<file path="src/rtl/cpu_pkg.sv">
// Shared decode definitions for the simple CPU: opcode constant, instruction
// field positions and the decoded-op record held by the decode stage.
package cpu_pkg;

  localparam int INSTR_W   = 32;
  localparam int REG_IDX_W = 5;
  localparam int IMM_W     = 16;

  localparam logic [5:0] OP_RTYPE = 6'b000000;

  // Instruction field bit positions
  localparam int OP_MSB  = 31;
  localparam int OP_LSB  = 26;
  localparam int RS_MSB  = 25;
  localparam int RS_LSB  = 21;
  localparam int RT_MSB  = 20;
  localparam int RT_LSB  = 16;
  localparam int RD_MSB  = 15;
  localparam int RD_LSB  = 11;
  localparam int IMM_MSB = 15;
  localparam int IMM_LSB = 0;

  typedef logic [REG_IDX_W-1:0] reg_idx_t;

  // Register-level view of one decoded op; the extended immediate is kept
  // separately because its width follows the XLEN parameter.
  typedef struct packed {
    reg_idx_t src1;
    reg_idx_t src2;
    logic     src2_used;
    reg_idx_t dst;
    logic     imm_sel;
  } decoded_op_t;

  // Split an instruction into its register fields. I-type ops read only rs
  // and write rt, so src2 is forced to 0 for them.
  function automatic decoded_op_t decode_fields(input logic [INSTR_W-1:0] instr);
    decoded_op_t op;
    logic        is_rtype;
    is_rtype     = (instr[OP_MSB:OP_LSB] == OP_RTYPE);
    op.src1      = instr[RS_MSB:RS_LSB];
    op.src2      = is_rtype ? instr[RT_MSB:RT_LSB] : '0;
    op.src2_used = is_rtype;
    op.dst       = is_rtype ? instr[RD_MSB:RD_LSB] : instr[RT_MSB:RT_LSB];
    op.imm_sel   = !is_rtype;
    return op;
  endfunction

endpackage

</file>
<file path="src/rtl/cpu_scoreboard.sv">
// Register busy-bit scoreboard for the decode stage. One busy bit per
// architectural register (register 0 is never busy). Writeback clears are
// bypassed into the three lookups so a retiring register does not stall the
// op that depends on it in the same cycle; a same-cycle set beats a clear.
module cpu_scoreboard
  import cpu_pkg::*;
#(
  parameter int NUM_REGS = 32
) (
  input  logic           clk,
  input  logic           rst,
  input  logic           set_en,
  input  reg_idx_t       set_reg,
  input  logic           clr_en,
  input  reg_idx_t       clr_reg,
  input  logic           flush_clr_en,
  input  reg_idx_t       flush_clr_reg,
  input  reg_idx_t [2:0] lookup_reg,
  output logic     [2:0] lookup_busy
);

  logic [NUM_REGS-1:0] busy_reg;
  logic [NUM_REGS-1:0] busy_next;
  logic [31:0]         busy_pad;

  genvar gi;

  // Next busy vector: clears first, then set so set wins on a collision
  always_comb begin
    busy_next = busy_reg;
    for (int i = 1; i < NUM_REGS; i++) begin
      if ((clr_en && clr_reg == 5'(i)) || (flush_clr_en && flush_clr_reg == 5'(i))) begin
        busy_next[i] = 1'b0;
      end
      if (set_en && set_reg == 5'(i)) begin
        busy_next[i] = 1'b1;
      end
    end
    busy_next[0] = 1'b0;
  end

  // Busy-bit state register
  always_ff @(posedge clk) begin
    if (rst) begin
      busy_reg <= '0;
    end else begin
      busy_reg <= busy_next;
    end
  end

  // Widen to the full 5-bit index space; untracked registers read as free
  generate
    for (gi = 0; gi < 32; gi++) begin : g_pad
      if (gi < NUM_REGS) begin : g_live
        assign busy_pad[gi] = busy_reg[gi];
      end else begin : g_free
        assign busy_pad[gi] = 1'b0;
      end
    end
  endgenerate

  // Lookups with same-cycle writeback bypass
  generate
    for (gi = 0; gi < 3; gi++) begin : g_lookup
      assign lookup_busy[gi] = busy_pad[lookup_reg[gi]]
                               & ~(clr_en & (clr_reg == lookup_reg[gi]));
    end
  endgenerate

endmodule

</file>
<file path="src/rtl/cpu_decode_stage.sv">
// Registered instruction-decode stage: valid/ready in from fetch, one held
// decoded op out to execute, latency 1, throughput 1/cycle without hazards.
// Optional feature macro: CPU_DECODE_SCOREBOARD_EN enables the register
// scoreboard that stalls RAW/WAW hazards until writeback retires the register.
module cpu_decode_stage
  import cpu_pkg::*;
#(
  parameter int XLEN       = 32,
  parameter bit IMM_SIGNED = 1'b1,
  parameter int NUM_REGS   = 32
) (
  input  logic            clk,
  input  logic            rst,
  input  logic            flush,
  input  logic            in_valid,
  output logic            in_ready,
  input  logic [31:0]     in_instr,
  output logic            out_valid,
  input  logic            out_ready,
  output logic [4:0]      out_src_reg1,
  output logic [4:0]      out_src_reg2,
  output logic            out_src2_used,
  output logic [4:0]      out_dst_reg,
  output logic [XLEN-1:0] out_imm,
  output logic            out_imm_sel,
  input  logic            wb_valid,
  input  logic [4:0]      wb_reg
);

  decoded_op_t     dec_op;
  logic [XLEN-1:0] ext_imm;
  logic [XLEN-1:0] dec_imm;
  logic            hazard;
  logic            capture;

  decoded_op_t     op_reg;
  logic [XLEN-1:0] imm_reg;
  logic            valid_reg;

  // Field split of the incoming instruction
  always_comb begin
    dec_op = decode_fields(in_instr);
  end

  generate
    if (IMM_SIGNED) begin : g_sext
      assign ext_imm = {{(XLEN-IMM_W){in_instr[IMM_MSB]}}, in_instr[IMM_MSB:IMM_LSB]};
    end else begin : g_zext
      assign ext_imm = {{(XLEN-IMM_W){1'b0}}, in_instr[IMM_MSB:IMM_LSB]};
    end
  endgenerate

  // R-type ops carry no immediate
  assign dec_imm = dec_op.imm_sel ? ext_imm : '0;

`ifdef CPU_DECODE_SCOREBOARD_EN
  logic [2:0] lookup_busy;

  cpu_scoreboard #(
    .NUM_REGS (NUM_REGS)
  ) u_scoreboard (
    .clk           (clk),
    .rst           (rst),
    .set_en        (capture && (dec_op.dst != '0)),
    .set_reg       (dec_op.dst),
    .clr_en        (wb_valid),
    .clr_reg       (wb_reg),
    .flush_clr_en  (flush && valid_reg),
    .flush_clr_reg (op_reg.dst),
    .lookup_reg    ({dec_op.dst, dec_op.src2, dec_op.src1}),
    .lookup_busy   (lookup_busy)
  );

  // src2 only matters for R-type; destination check covers WAW
  assign hazard = lookup_busy[0] | (dec_op.src2_used & lookup_busy[1]) | lookup_busy[2];
`else
  logic unused_wb;

  assign hazard    = 1'b0;
  assign unused_wb = wb_valid ^ (^wb_reg);
`endif

  // Accept when the output slot frees this cycle, no hazard and no redirect;
  // held low during reset so nothing is offered before the stage is clean
  assign in_ready = !rst && (!valid_reg || out_ready) && !hazard && !flush;
  assign capture  = in_valid && in_ready;

  // Output register: flush drops the op, capture replaces it, consume empties it
  always_ff @(posedge clk) begin
    if (rst) begin
      op_reg    <= '0;
      imm_reg   <= '0;
      valid_reg <= 1'b0;
    end else if (flush) begin
      valid_reg <= 1'b0;
    end else if (capture) begin
      op_reg    <= dec_op;
      imm_reg   <= dec_imm;
      valid_reg <= 1'b1;
    end else if (out_ready) begin
      valid_reg <= 1'b0;
    end
  end

  assign out_valid     = valid_reg;
  assign out_src_reg1  = op_reg.src1;
  assign out_src_reg2  = op_reg.src2;
  assign out_src2_used = op_reg.src2_used;
  assign out_dst_reg   = op_reg.dst;
  assign out_imm       = imm_reg;
  assign out_imm_sel   = op_reg.imm_sel;

endmodule

</file>
<file path="config.mk">
export PLATFORM = sky130hd
export DESIGN_NAME = cpu_decode_stage
export DESIGN_NICKNAME = d
export VERILOG_FILES = /design/src/rtl/cpu_pkg.sv /design/src/rtl/cpu_scoreboard.sv /design/src/rtl/cpu_decode_stage.sv
export SDC_FILE = /design/constraint.sdc
export NUM_CORES = 1
export LEC_CHECK = 0
export ABC_CLOCK_PERIOD_IN_PS = 3380
export CORE_ASPECT_RATIO = 0.8
export CORE_MARGIN = 2
export CORE_UTILIZATION = 38
export CTS_CLUSTER_DIAMETER = 50
export DETAILED_ROUTE_END_ITERATION = 8
export MAX_ROUTING_LAYER = met4
export PLACE_DENSITY = 0.8
export SLEW_MARGIN = 20
export SYNTH_ARGS = -nofsm -noshare
export SYNTH_HDL_FRONTEND = slang
export SYNTH_SLANG_ARGS = --single-unit
</file>
<file path="constraint.sdc">
create_clock -name clk -period 3.38 [get_ports clk]
set_input_delay 0.676 -clock clk [delete_from_list [all_inputs] [get_ports clk]]
set_output_delay 0.676 -clock clk [all_outputs]
set_load 0.01 [all_outputs]
</file>
# Word level (Yosys, flattened, before mapping)
# Cells that the tools add are included.
# word_totals
inputBits,43
romBits,0
mem_bits_rw,0
regBits,50
word_cells,25
memories,0
out_inout_bits,51
latchBits,0
# classes
shift,0
div_mod_pow,0
add_sub_neg,0
mux,5
bitwise_logic,1
mul,0
n_lt_le_gt_ge,0
reduce_logical,12
eq_ne,0
# ops
op,count
32-bit two-way mux,1
5-bit two-way mux,2
6-bit zero test,1
1-bit zero test,4
1-bit logical AND,3
1-bit two-way mux,2
2-bit AND reduction,1
2-bit nonzero test,1
2-bit OR reduction,1
1-bit logical OR,1
1-bit NOT,1

# Longest topological paths before layout
# Gate-level depths: netlist of run 1.
# depth
ltp_word,6
mapped_depth,6
ltp_nobuf,4

# Worst setup path before layout of run 1
# Ideal clock, no wire load.
# synth_path
path_kind,input-to-reg
from,input rst
to,"register op_reg, in the netlist out_dst_reg[1]"
n_path_buf,3
path_stages,6
setup_time_ps,134
t_required_ps,3246
t_arrival_ps,1727
path_slack_ps,1519
path_cell_list,buf_6 or4b_4 buf_6 buf_6 a21oi_2 a211oi_1
# synth_between
elab_chain_len,5
# synth_lines
item,line,text
from (decl),cpu_decode_stage.sv:13,"input logic rst,"
1-bit zero test,cpu_decode_stage.sv:85,assign in_ready = !rst && (!valid_reg || out_ready) && !hazard && !flush;
1-bit logical AND (2 in series),cpu_decode_stage.sv:85,
1-bit logical AND,cpu_decode_stage.sv:86,assign capture = in_valid && in_ready;
2-bit AND reduction (no line),--,
to (signal assigned),cpu_decode_stage.sv:97,op_reg <= dec_op;
to (decl),cpu_decode_stage.sv:36,decoded_op_t op_reg;
# Parallel ways exist; a longest one is shown, timed or not.
# A chain may end at the register's enable or synchronous reset.

# Worst setup path after layout of run 1
# layout_path
from,input flush
to,output in_ready
# layout_between
elab_chain_len,2
# layout_lines
item,line,text
from (decl),cpu_decode_stage.sv:14,"input logic flush,"
1-bit zero test,cpu_decode_stage.sv:85,
1-bit logical AND,cpu_decode_stage.sv:85,
to (decl),cpu_decode_stage.sv:16,"output logic in_ready,"
# Every way passes these cells.

==> results.yml, run 1 <==
floorplanning:
  start_util: 0.389
  die_h_microns: 59.3
  rows: 20
  die_w_microns: 73.1
  coreArea_sq_um: 3730
  die_area_sq_um: 4330
  ios: 94
synthesis:
  post-synth-top-area-fraction: 0.469
  yosys.area_share.simple: 0.242
  muxShareOfSynthArea: 0
  synth_edf_count: 0
  yosys_warnings: 0
  yosys.cell_types.count: 17
  ys_async_sr_fraction: 0
  synth_top_family_by_area: "simple AND/OR/NAND/NOR gates"
  synthFlopType: "dfxtp_1"
  synth_xor_area_frac: 0
  synthMostInstantiatedCell: "nand2_1"
  netlist_area_sq_um: 1450
  synth_common_cells: "39 x nand2_1, 34 x dfxtp_1, 29 x a21oi_1"
  syn_nets: 220
  synth.area.top_cells: "dfxtp_1 47%, nand2_1 10%, a21oi_1 10%, buf_4 8.3%, nand3_1 7.2%"
  synth_top_cell_by_area: "dfxtp_1"
  postSynthCellCount: 177
  synth-seq-cells: 34
  synth_area_per_cell_sq_um: 8.19
  synth_adder_area_share: 0
  synth_compound_area_frac: 0.149
  synth_seq_area_share: 0.469
cells_and_area:
  syn2layout_area_growth_pct: 57.5
  diodes: 0
  finalInstanceArea_sq_um: 2280
  drive_above_1_share: 0.0656
  largest_reg_flops: 16
  n_fill_cell: 370
  finalNetCount: 286
timing:
  fin_crit_sh: 0.773
  hold_viol_final: 0
  max-slew-margin-rel: 0.487
  fin_crit_ns: 2.61
  fmax_ghz: 0.383
  slew_viol_final: 0
  tightest_slew_ns: 0.767
  rsz0062_at_grt: "no"
  fin_worst_skew_ns: 0.0107
  fin_tns_setup_ns: 0
  finalSetupViolCount: 0
pwr:
  power_density_nw_per_um2: 376
  ir_drop_uv: 314
  leakagePower_nw: 0.783
hold_path:
  hp-start: "out_src_reg1[4]"
  whs_endpoint: "out_src_reg1[4]"
  hold_path_depth: 2
  min_path_type: "flip-flop to flip-flop"
worst_setup_path:
  crit_start: "flush"
  crit_type: "input pin to output port"
  critPathMaxFanout: 4
  worstRegToRegCells: 4
  crit_path_end_kind: "output port"
  cp.required_ns: 2.70
  reg2reg_slack_ns: 1.80
  r2r-end: "out_dst_reg[0]"
  reg2reg_from: "out_valid"
  cp.arrival_ns: 1.94
  cp-start-kind: "input pin"
grt:
  grt_max_degree: 37
  grt_pass1_wl_mm: 5.33
  track_usage: 0.169
  antenna_found_initial: 0
  grt_pass1_vias: 1186
  overflow: 0
job:
  max_cap_viol_count: 0
route:
  remaining_drc_errors: 0
  viasPerCell: 4.82
  wl_per_cell_microns: 12.3
  drt-pass1-iter-count: 4
  wl_mm: 3.53
  drtIter0Drc: 65
  ant_nets: 0
  vias: 1388
placed_design:
  place_area_sq_um: 2190
  portBuffers: 87
  place_congestion: 0.683
  dpl.hpwl_mm: 2.42
clock_network:
  cts_tree: "done"
  clkLatencyLatePin_ns: 0.28
  cts-buffers-inserted: 5
  root_buffer: "clkbuf_8"
  cts.sink_count: 34
  path_clk_slew_ns: 0.07
  post_cts_buffers: 0
  htree_levels: 2
  cts_hold_buf: 0
  ctsResizeCount: 0
  cts_buffer_depth: 2
run_status:
  status: "finished clean"
[per-layer routing]
metal,GRT usage,wire [microns],up-vias
met4,0.0635,33,0
met5,-,0,-
met1,0.195,1540,609
li1,-,-,712
met2,0.264,1620,62
met3,0.0680,346,5
[per-stage QoR]
step	std cells	hold slack (ns)	power, mW	worst slack (ns)	utilization
after floorplan	177	0.476	0.487	1.52	-
after global placement	280	0.439	0.563	0.784	0.587
after detailed placement	280	0.446	0.565	0.782	0.587
after CTS	288	0.453	0.871	0.768	0.612
after global routing	288	0.471	0.904	0.743	0.612
final	288	0.453	0.858	0.768	0.612
[cells by family after synthesis]
logic type	count (synthesis)
AOI/OAI and AO/OA	38
buffers and inverters	30
DFF	34
and+or+nand+nor	75
[report_power, final]
part | internal, mW | leakage, nW | switching [mW] | total, mW
clock | 0.164 | 0.0472 | 0.141 | 0.304
sequential | 0.413 | 0.276 | 0.00728 | 0.420
combinational | 0.0816 | 0.460 | 0.0523 | 0.134
[area by class of cell]
type / instances / area (sq um) / share of cell area
clock buffer: 6 / 82.6 / 0.0362
clock inverter: 2 / 12.5 / 0.00548
multi-input combinational: 113 / 567 / 0.248
sequential: 34 / 681 / 0.298
tap: 44 / 55.1 / 0.0241
timing repair buffer: 89 / 886 / 0.388
[critical path: stages]
cell and delay (ns):
clkdlybuf4s50_1 0.50, nor3_1 0.20, clkdlybuf4s50_1 0.56
[layout by cell type, fill, tap and decap left out]
cell type         n
a211oi_1          6
a21oi_1          29
a21oi_2           3
and2_1            1
buf_4             2
clkbuf_8          6
clkdlybuf4s50_1  87
clkinv_2          1
clkinvlp_4        1
dfxtp_1          34
nand2_1          39
nand3_1          21
nor2_1            8
nor2b_2           1
nor3_1            2
nor4_1            1
nor4b_4           1
or4b_4            1
[worst max path at each step]
stage               depth (start not counted)        endpoint  slack, ns
finish                                      3        in_ready       0.77
global route                                3        in_ready       0.74
CTS                                         3        in_ready       0.77
detailed placement                          3        in_ready       0.78
global placement                            3        in_ready       0.78
floorplan                                   6  out_dst_reg[1]       1.52
Note: power is estimated with default switching activity, not from simulation.
==> run 2: changes to the inputs <==
--- a/config.mk
+++ b/config.mk
@@ -5,14 +5,14 @@
 export SDC_FILE = /design/constraint.sdc
 export NUM_CORES = 1
 export LEC_CHECK = 0
-export ABC_CLOCK_PERIOD_IN_PS = 3380
+export ABC_CLOCK_PERIOD_IN_PS = 2400
 export CORE_ASPECT_RATIO = 0.8
 export CORE_MARGIN = 2
-export CORE_UTILIZATION = 38
+export CORE_UTILIZATION = 32
 export CTS_CLUSTER_DIAMETER = 50
 export DETAILED_ROUTE_END_ITERATION = 8
 export MAX_ROUTING_LAYER = met4
-export PLACE_DENSITY = 0.8
+export PLACE_DENSITY = 0.71
 export SLEW_MARGIN = 20
 export SYNTH_ARGS = -nofsm -noshare
 export SYNTH_HDL_FRONTEND = slang
==> constraint.sdc (replaced) <==
create_clock -name clk -period 2.4 [get_ports clk]
set_input_delay 0.48 -clock clk [delete_from_list [all_inputs] [get_ports clk]]
set_output_delay 0.48 -clock clk [all_outputs]
set_load 0.01 [all_outputs]
==> results.yml, run 2 (synthesis results as in run 1) <==
run_status:
  status: "finished clean"
clock_network:
  cts.sink_count: 34
  clkLatencyLatePin_ns: 0.29
  path_clk_slew_ns: 0.07
  htree_levels: 2
  post_cts_buffers: 0
  root_buffer: "clkbuf_8"
  cts-buffers-inserted: 5
  cts_hold_buf: 0
  cts_buffer_depth: 2
  ctsResizeCount: 0
  cts_tree: "done"
route:
  viasPerCell: 4.61
  vias: 1401
  drt-pass1-iter-count: 4
  remaining_drc_errors: 0
  drtIter0Drc: 63
  wl_per_cell_microns: 12.7
  wl_mm: 3.85
  ant_nets: 0
timing:
  fin_crit_sh: 0.912
  fin_tns_setup_ns: 0
  fin_worst_skew_ns: 0.00239
  hold_viol_final: 0
  tightest_slew_ns: 0.491
  slew_viol_final: 0
  fin_crit_ns: 2.19
  finalSetupViolCount: 0
  rsz0062_at_grt: "no"
  setup_slack_ns: 0.210
  max-slew-margin-rel: 0.672
  fmax_ghz: 0.457
cells_and_area:
  syn2layout_area_growth_pct: 61.0
  drive_above_1_share: 0.0769
  largest_reg_flops: 16
  final_common_cell: "clkdlybuf4s50_1"
  final_cell_mix: "87 x clkdlybuf4s50_1, 39 x nand2_1, 34 x dfxtp_1"
  diodes: 0
  final_core_util: 0.549
  finalNetCount: 289
  finalNonFillerCells: 304
floorplanning:
  rows: 21
  die_w_microns: 79.3
  coreArea_sq_um: 4260
  ios: 94
  die_h_microns: 64.2
  die_area_sq_um: 5090
  start_util: 0.341
grt:
  grt_pass1_vias: 1309
  antenna_found_initial: 0
  grt_max_degree: 35
  grt_pass1_wl_mm: 6.13
  track_usage: 0.160
  overflow: 0
pwr:
  ir_drop_uv: 237
  power_density_nw_per_um2: 525
  leakagePower_nw: 0.801
worst_setup_path:
  cp-start-kind: "input pin"
  reg2reg_slack_ns: 0.82
  r2r-end: "out_dst_reg[0]"
  cp.arrival_ns: 1.71
  crit_type: "input pin to output port"
  worstRegToRegCells: 4
  cp.required_ns: 1.92
  crit_path_end_kind: "output port"
  critPathMaxFanout: 4
  reg2reg_from: "out_valid"
placed_design:
  dpl.hpwl_mm: 2.60
  dpl_worst_slack_ns: 0.201
  dp.cells: 296
  place_congestion: 0.757
  portBuffers: 87
hold_path:
  hold_path_depth: 2
  min_path_type: "flip-flop to flip-flop"
  whs_endpoint: "out_src_reg2[0]"
  hp-start: "out_src_reg2[0]"
job:
  max_cap_viol_count: 0
run 2: changes by cell type in the layout (fill, tap and decap cells not counted):
| cell | delta |
|---|---|
| buf_12 | +1 |
| buf_4 | +2 |
run 2: worst max path at each step:
stage,start,end,slack (ns),depth (start not counted)
2_1_floorplan,rst,out_dst_reg[1],0.74,6
3_3_place_gp,flush,out_dst_reg[0],0.21,5
3_5_place_dp,flush,out_dst_reg[1],0.20,5
4_1_cts,out_ready,in_ready,0.20,4
5_1_grt,out_ready,in_ready,0.13,4
6_report,out_ready,in_ready,0.21,4
run 2: cell type report:
type	instances	area (sq um)
clock buffers	6	82.6
clock inverters	2	12.5
fillers	410	1920
multi-input cells	113	567
flip-flops and latches	34	681
well taps	57	71.3
repair buffers	92	921
run 2: report_power, final:
group | internal (mW) | total, mW | leakage (nW) | switching (mW)
logic | 0.118 | 0.194 | 0.477 | 0.0756
clock network | 0.230 | 0.441 | 0.0472 | 0.211
registers | 0.582 | 0.592 | 0.276 | 0.00989
run 2: stage by stage:
step                cell area [sq um]  total power, mW  hold WS [ns]
floorplan                        1450            0.685         0.476
global placement                 2240            0.798         0.441
detailed placement               2240            0.799         0.443
CTS                              2330             1.25         0.453
global route                     2330             1.28         0.475
finish                           2330             1.23         0.452
run 2: routing by layer:
layer | part of all wire | wire [microns] | GRT usage
met1 | 0.44 | 1710 | 0.185
met2 | 0.46 | 1750 | 0.245
met3 | 0.081 | 312 | 0.0537
met4 | 0.020 | 75 | 0.0862
met5 | 0 | 0 | -
run 2: worst max-delay path, cell delays in order:
cell and delay [ns]:
clkdlybuf4s50_1 0.47, nor2b_2 0.07, nor3_1 0.13, clkdlybuf4s50_1 0.56
==> run 3: changes to the inputs <==
--- a/config.mk
+++ b/config.mk
@@ -6,13 +6,13 @@
 export NUM_CORES = 1
 export LEC_CHECK = 0
 export ABC_CLOCK_PERIOD_IN_PS = 2400
-export CORE_ASPECT_RATIO = 0.8
 export CORE_MARGIN = 2
-export CORE_UTILIZATION = 32
+export CORE_UTILIZATION = 39
 export CTS_CLUSTER_DIAMETER = 50
 export DETAILED_ROUTE_END_ITERATION = 8
+export DONT_BUFFER_PORTS = 1
 export MAX_ROUTING_LAYER = met4
-export PLACE_DENSITY = 0.71
+export PLACE_DENSITY = 0.51
 export SLEW_MARGIN = 20
 export SYNTH_ARGS = -nofsm -noshare
 export SYNTH_HDL_FRONTEND = slang
==> results.yml, run 3 (synthesis results as in run 1) <==
floorplanning:
  coreArea_sq_um: 3610
  start_util: 0.402
  die_w_microns: 65.0
  ios: 94
  die_area_sq_um: 4220
  die_h_microns: 65.0
  rows: 22
timing:
  slew_viol_final: 0
  fin_crit_sh: 0.694
  finalSetupViolCount: 0
  fin_worst_skew_ns: 0.00351
  fin_crit_ns: 1.66
  fmax_ghz: 0.601
  tightest_slew_ns: 0.873
  hold_viol_final: 0
  setup_slack_ns: 0.735
  rsz0062_at_grt: "no"
  fin_tns_setup_ns: 0
  max-slew-margin-rel: 0.418
placed_design:
  dpl_worst_slack_ns: 0.579
  dp.cells: 196
  dpl.hpwl_mm: 2.15
  place_congestion: 0.639
  portBuffers: 0
route:
  remaining_drc_errors: 0
  routed-wl-met3_microns: 304
  ant_nets: 0
  vias: 1095
  wl_met2_mm: 1.61
  wl_mm: 3.16
  drt-pass1-iter-count: 4
  routedLengthMet1_mm: 1.20
  viasPerCell: 5.39
  wl_per_cell_microns: 15.6
  drtIter0Drc: 56
  highest_layer: "met4"
cells_and_area:
  syn2layout_area_growth_pct: -1.47
  final_core_util: 0.396
  drive_above_1_share: 0.0968
  largest_reg_flops: 16
  finalNonFillerCells: 203
  final_cell_mix: "39 x nand2_1, 33 x dfxtp_1, 29 x a21oi_1"
  finalNetCount: 198
  diodes: 0
  final_common_cell: "nand2_1"
  n_fill_cell: 385
clock_network:
  cts_hold_buf: 0
  root_buffer: "clkbuf_8"
  ctsResizeCount: 0
  cts_tree: "done"
  htree_levels: 2
  post_cts_buffers: 0
  cts_buffer_depth: 2
  cts.sink_count: 34
  path_clk_slew_ns: 0.06
  clkLatencyLatePin_ns: 0.28
  cts-buffers-inserted: 5
grt:
  overflow: 0
  grt_pass1_wl_mm: 5.00
  grt_max_degree: 38
  grt_pass1_vias: 1065
  antenna_found_initial: 0
  track_usage: 0.163
pwr:
  p_clk_frac: 0.443
  internal_power_mw: 0.934
  power_density_nw_per_um2: 828
  leakagePower_nw: 0.472
  finalPower_mw: 1.18
  seqPwrFrac: 0.515
  p_sw_mw: 0.248
  ir_drop_uv: 327
  power.combinational.fraction: 0.042
  switching_share: 0.210
worst_setup_path:
  critPathMaxFanout: 18
  crit_type: "flip-flop to output port"
  crit_path_end_kind: "output port"
  cp.arrival_ns: 1.18
  cp-start-kind: "flip-flop"
  cp.required_ns: 1.92
run_status:
  status: "finished clean"
hold_path:
  min_path_type: "input pin to flip-flop"
job:
  max_cap_viol_count: 0
run 3: cell count changes in the layout (fill, tap and decap cells not counted), sizes merged:
| cell | previous run | this run |
|---|---|---|
| clkdlybuf4s50 | 87 | 0 |
| buf | 5 | 1 |
| bufinv | 0 | 1 |
| clkinv | 1 | 0 |
| clkinvlp | 1 | 0 |
run 3: area by class of cell:
class / count / area, sq um / share of cell area
clock buffers: 6 / 82.6 / 0.0578
well taps: 48 / 60.1 / 0.0420
clock inverters: 1 / 30.0 / 0.0210
flip-flops and latches: 34 / 682 / 0.477
multi-input cells: 113 / 567 / 0.397
repair buffers: 1 / 7.51 / 0.00525
run 3: per-layer routing:
metal  vias up  global-route usage
li1        531                   -
met1       515               0.160
met2        44               0.286
met3         5              0.0660
met4         0              0.0638
met5         -                   -
run 3: path summary, 6_finish.rpt:
check	startpoint	endpoint	slack [ns]	depth (start not counted)
worst max-delay path	out_imm[30]	out_imm[15]	0.74	0
worst min-delay path	rst	out_imm[30]	0.26	1
worst max register to register	out_valid	out_dst_reg[4]	0.79	4
worst min register to register	out_imm[0]	out_imm[0]	0.50	2
run 3: worst register-to-register path: stages, from the launching register on:
cell and delay (ns):
dfxtp_1 0.34, nor2b_2 0.19, or4b_4 0.68, a21oi_1 0.20, a211oi_1 0.09
run 3: stage by stage:
stage,hold WS [ns],instance area [sq um]
floorplan,0.476,1450
global placement,0.485,1320
detailed placement,0.491,1320
CTS,0.247,1430
global route,0.241,1430
finish,0.261,1430
run 3: power groups by stage:
stage | Clock [mW] | Sequential (mW) | Combinational [mW]
after detailed placement | 0 | 0.622 | 0.0508
after global routing | 0.565 | 0.611 | 0.0585
final | 0.524 | 0.609 | 0.0499
after floorplan | 0 | 0.613 | 0.0724
after global placement | 0 | 0.621 | 0.0478
after CTS | 0.544 | 0.609 | 0.0507
